<file path="src/rtl/regfile_bypass_sb.sv">
// Integer register file with NRD combinational read ports, one write port,
// same-cycle write-to-read bypass and a per-register busy scoreboard.
module regfile_bypass_sb #(
  parameter int XLEN   = 32,
  parameter int NREGS  = 32,
  parameter int ADDR_W = 5,
  parameter int NRD    = 2
) (
  input  logic                  clk,
  input  logic                  rst,
  input  logic [NRD*ADDR_W-1:0] ra,
  output logic [NRD*XLEN-1:0]   rd,
  output logic [NRD-1:0]        rbusy,
  input  logic                  we,
  input  logic [ADDR_W-1:0]     wa,
  input  logic [XLEN-1:0]       wd,
  input  logic                  iss_v,
  input  logic [ADDR_W-1:0]     iss_rd,
  input  logic                  flush,
  output logic                  any_busy
);

  if (NREGS < 2 || (1 << ADDR_W) != NREGS || NRD < 1 || NRD > 4) begin : g_param_err
    $error("regfile_bypass_sb: illegal NREGS/ADDR_W/NRD combination");
  end

  logic [XLEN-1:0]  regs [NREGS];
  logic [NREGS-1:0] busy;
  logic [NREGS-1:0] busy_nxt;
  logic             wr_en;
  logic             iss_en;

  assign wr_en  = we && (wa != '0);
  assign iss_en = iss_v && (iss_rd != '0);

  // Set is applied after clear so a new producer supersedes the retiring one.
  always_comb begin
    busy_nxt = busy;
    if (flush) begin
      busy_nxt = '0;
    end else begin
      if (wr_en)  busy_nxt[wa]     = 1'b0;
      if (iss_en) busy_nxt[iss_rd] = 1'b1;
    end
    busy_nxt[0] = 1'b0;
  end

  always_ff @(posedge clk or posedge rst) begin
    if (rst) begin
      for (int k = 0; k < NREGS; k++) regs[k] <= '0;
      busy <= '0;
    end else begin
      if (wr_en) regs[wa] <= wd;
      busy <= busy_nxt;
    end
  end

  assign any_busy = !rst && (|busy);

  for (genvar i = 0; i < NRD; i++) begin : g_rd
    logic [ADDR_W-1:0] a;
    logic              hit;
    logic [XLEN-1:0]   data;

    assign a   = ra[i*ADDR_W +: ADDR_W];
    assign hit = we && (wa == a);

    always_comb begin
      data = '0;
      if (rst || a == '0) data = '0;
      else if (hit)       data = wd;
      else                data = regs[a];
    end

    assign rd[i*XLEN +: XLEN] = data;
    // A register written this cycle is bypassed, so it never stalls the reader.
    assign rbusy[i] = !rst && busy[a] && !hit && (a != '0);
  end

endmodule

</file>
<file path="config.mk">
export PLATFORM = sky130hd
export DESIGN_NAME = regfile_bypass_sb
export DESIGN_NICKNAME = d
export VERILOG_FILES = /design/src/rtl/regfile_bypass_sb.sv
export SDC_FILE = /design/constraint.sdc
export NUM_CORES = 2
export LEC_CHECK = 0
export CAP_MARGIN = 25
export CORE_MARGIN = 3
export CORE_UTILIZATION = 70
export CTS_BUF_LIST = sky130_fd_sc_hd__clkbuf_4 sky130_fd_sc_hd__clkbuf_8
export DETAILED_ROUTE_END_ITERATION = 7
export GPL_ROUTABILITY_DRIVEN = 1
export GPL_TIMING_DRIVEN = 0
export MAX_ROUTING_LAYER = met4
export PLACE_DENSITY_LB_ADDON = 0.25
export SETUP_SLACK_MARGIN = 0.05
export SLEW_MARGIN = 15
export SYNTH_ARGS = -nofsm -noshare
export SYNTH_HDL_FRONTEND = slang
export SYNTH_SLANG_ARGS = --single-unit
</file>
<file path="constraint.sdc">
create_clock -name clk -period 85.6 [get_ports clk]
set_input_delay 17.12 -clock clk [delete_from_list [all_inputs] [get_ports clk]]
set_output_delay 17.12 -clock clk [all_outputs]
set_load 0.005 [all_outputs]
</file>
==> impl_metrics.yaml <==
yosys:
  netlist_area_um2: 56000
  synthArstFlopShare: 1.00
  synth.avg_cell_area_um2: 15.0
  yosysUniqueCellTypes: 46
  postSynthCellCount: 3745
  syn-num-nets: 3802
  synth-edff-count: 0
  ys.flop_type: "dfrtp_1"
  synth_warnings: 0
  seq_area_frac_synth: 0.471
  synth_top_area_share: 0.471
  synth_area_leader_cell: "dfrtp_1"
  synth_area_leaders: "dfrtp_1, mux4_2, mux2_2"
  ys_ff_latch: 1055
final_layout:
  areaGrowthSynthToFinish_pct: 11.6
  drive_gt1_frac: 0.467
  nets: 4101
  layout_commonest_cell: "dfrtp_1"
  final_cell_mix: "dfrtp_1, mux2_2, mux4_2, clkbuf_8, clkbuf_1"
  stdcell_count: 5242
worst_setup_path:
  worstSetupPathType: "input port to output port"
  r2r_cells: 3
  r2r_end: "busy[21]"
  cp_data_arrival_time_ps: 21250
  cp-end-kind: "output port"
  crit_end: "rd[11]"
  worstPathRequired_ps: 68480
  start_kind: "input port"
  startpoint: "ra[2]"
  crit_fanout: 10
  rrSetupSlack_ps: 84610
  rr_startpoint: "busy[21]"
global_route:
  globalRouteTotalUtil: 0.515
  grt_overflow_total: 0
  grt_max_degree: 110
  grt_pass1_wl_mm: 287
  antenna_found_initial: 12
  grt_pass1_vias: 39700
routing:
  dr.pass1.iters: 8
  wl_per_cell_um: 39.2
  drtAntennaViolNets: 0
  drc: 7
  routed_via_density: 7.78
  wirelength_mm: 206
  num_vias: 40800
  drtIter0Drc: 6712
timing:
  worst_pin_slew_ps: 1210
  fin_skew_ps: 0
  tns_ps: 0
  setup_viol: 0
  slew_headroom: 0.196
  rsz0062_at_grt: "no"
  hold_violations: 0
  finalCriticalPeriod_ps: 38370
  slew_violations: 0
  fin_crit_sh: 0.448
  fmaxAchievable_mhz: 26.1
die:
  core_um2: 79100
  dieArea_um2: 83400
  die_x_um: 289
  die_h_um: 289
  num_io_pins: 124
  rows: 103
  initial_core_util: 0.708
clock_tree:
  clock_sinks: 1055
  cts_tree: "yes"
  clkLatencyLatePin_ps: 850
  numCtsBuffers: 171
  cts_hold_buf: 0
  clockBufferDepth: 3
  post_cts_resize_count: 0
  htree_num_levels: 4
  post_cts_buffers: 0
  cts-root-buf: "clkbuf_8"
  clkTransAtPathRegs_ps: 60
flow_run:
  drv_cap: 0
placed_design:
  place.gp.congestion: 1.04
  io_buffers: 110
  dp_cells: 4918
  dp_hpwl_mm: 152
status:
  violations: "DRC"
  status: "finished, violations left"
pwr:
  powerDensity_nw_per_um2: 23.4
  leakagePower_nw: 27.1
  ir_worst_vdd_mv: 0.0199
min_path:
  hold_path_class: "flop to flop"
==> report_power, final <==
group | internal (mW) | switching (mW)
Sequential | 0.591 | 0.0732
Combinational | 0.172 | 0.153
Clock | 0.259 | 0.212
==> cell families (layout without fill, tap and decap cells) <==
family                 Yosys count  count (layout)  synth area share
AO/OA/AOI/OAI                  391             391            0.0485
XOR/XNOR                        10              10           0.00156
buffers and inverters          445             875            0.0360
flip-flops                    1055            1055             0.471
multiplexers                  1619            1619             0.424
other                            0              17                 0
AND/OR/NAND/NOR                225             225            0.0187
==> worst min-delay path by stage <==
stage	end	depth (start not counted)	startpoint
3_5_place_dp	regs[998]	1	regs[998]
5_1_grt	regs[1009]	1	regs[1009]
3_3_place_gp	regs[1012]	1	regs[1012]
4_1_cts	regs[1010]	1	regs[1010]
2_1_floorplan	regs[1000]	1	regs[1000]
6_report	regs[1009]	1	regs[1009]
==> cell usage after synthesis, types with 3 or more instances <==
cell type and instances:
nand3b_1 4, xnor2_1 6, nand2_1 37, a32o_1 32, o22ai_1 125, or3b_1 3, clkbuf_1 215, nor3_1 11
inv_1 5, mux2_2 903, mux2_1 90, nor4_1 9, mux4_2 502, dfrtp_1 1055, nand3_1 5, nor2_1 116
buf_4 17, mux2i_1 124, o21ai_0 13, or3_1 4, buf_2 183, nand4_1 4, a22o_1 29, nand2b_1 8
nor2b_1 11, xor2_1 4, a22oi_1 79, nand4b_1 3, o221ai_1 29, a21oi_1 76, buf_1 16, buf_6 7
==> routing by layer <==
layer / vias up / GRT usage / wire length (um)
met3: 877 / 0.257 / 35700
met5: - / - / 0
met1: 21000 / 0.647 / 70000
met4: 0 / 0.294 / 14700
li1: 15200 / - / -
met2: 3741 / 0.676 / 85200
==> stage by stage <==
| stage | hold slack [ps] | cell area, um^2 | power [mW] | setup WS, ps | utilization |
|---|---|---|---|---|---|
| 2_1_floorplan | 441 | 56000 | 0.863 | 38780 | - |
| 3_3_place_gp | 457 | 58400 | 0.956 | 27130 | 0.738 |
| 3_5_place_dp | 471 | 58800 | 0.974 | 47730 | 0.743 |
| 4_1_cts | 486 | 62400 | 1.44 | 47710 | 0.789 |
| 5_1_grt | 503 | 62500 | 1.50 | 47450 | 0.789 |
| 6_report | 487 | 62500 | 1.46 | 47230 | 0.790 |
==> worst max-delay path, cell delays in order <==
cell	delay [ps]
buf_2	230
buf_4	260
nor2b_1	780
clkbuf_1	780
a22oi_1	320
a21oi_1	200
a21oi_1	50
o21ai_0	820
clkdlybuf4s50_1	660
==> cell type report <==
class	instances	area [um^2]
multi-input cells	2245	27600
flip-flops and latches	1055	26400
fillers	4560	16600
clock buffers	280	3450
plain buffers	439	2000
repair buffers	126	1470
well taps	1050	1310
clock inverters	24	194
diodes	17	42.5
inverters	6	30.0
==> state kept, by name, summed over array words and instances (netlist names) <==
register,flops
busy,31
regs,1024
Note: power is estimated with default switching activity, not from simulation.
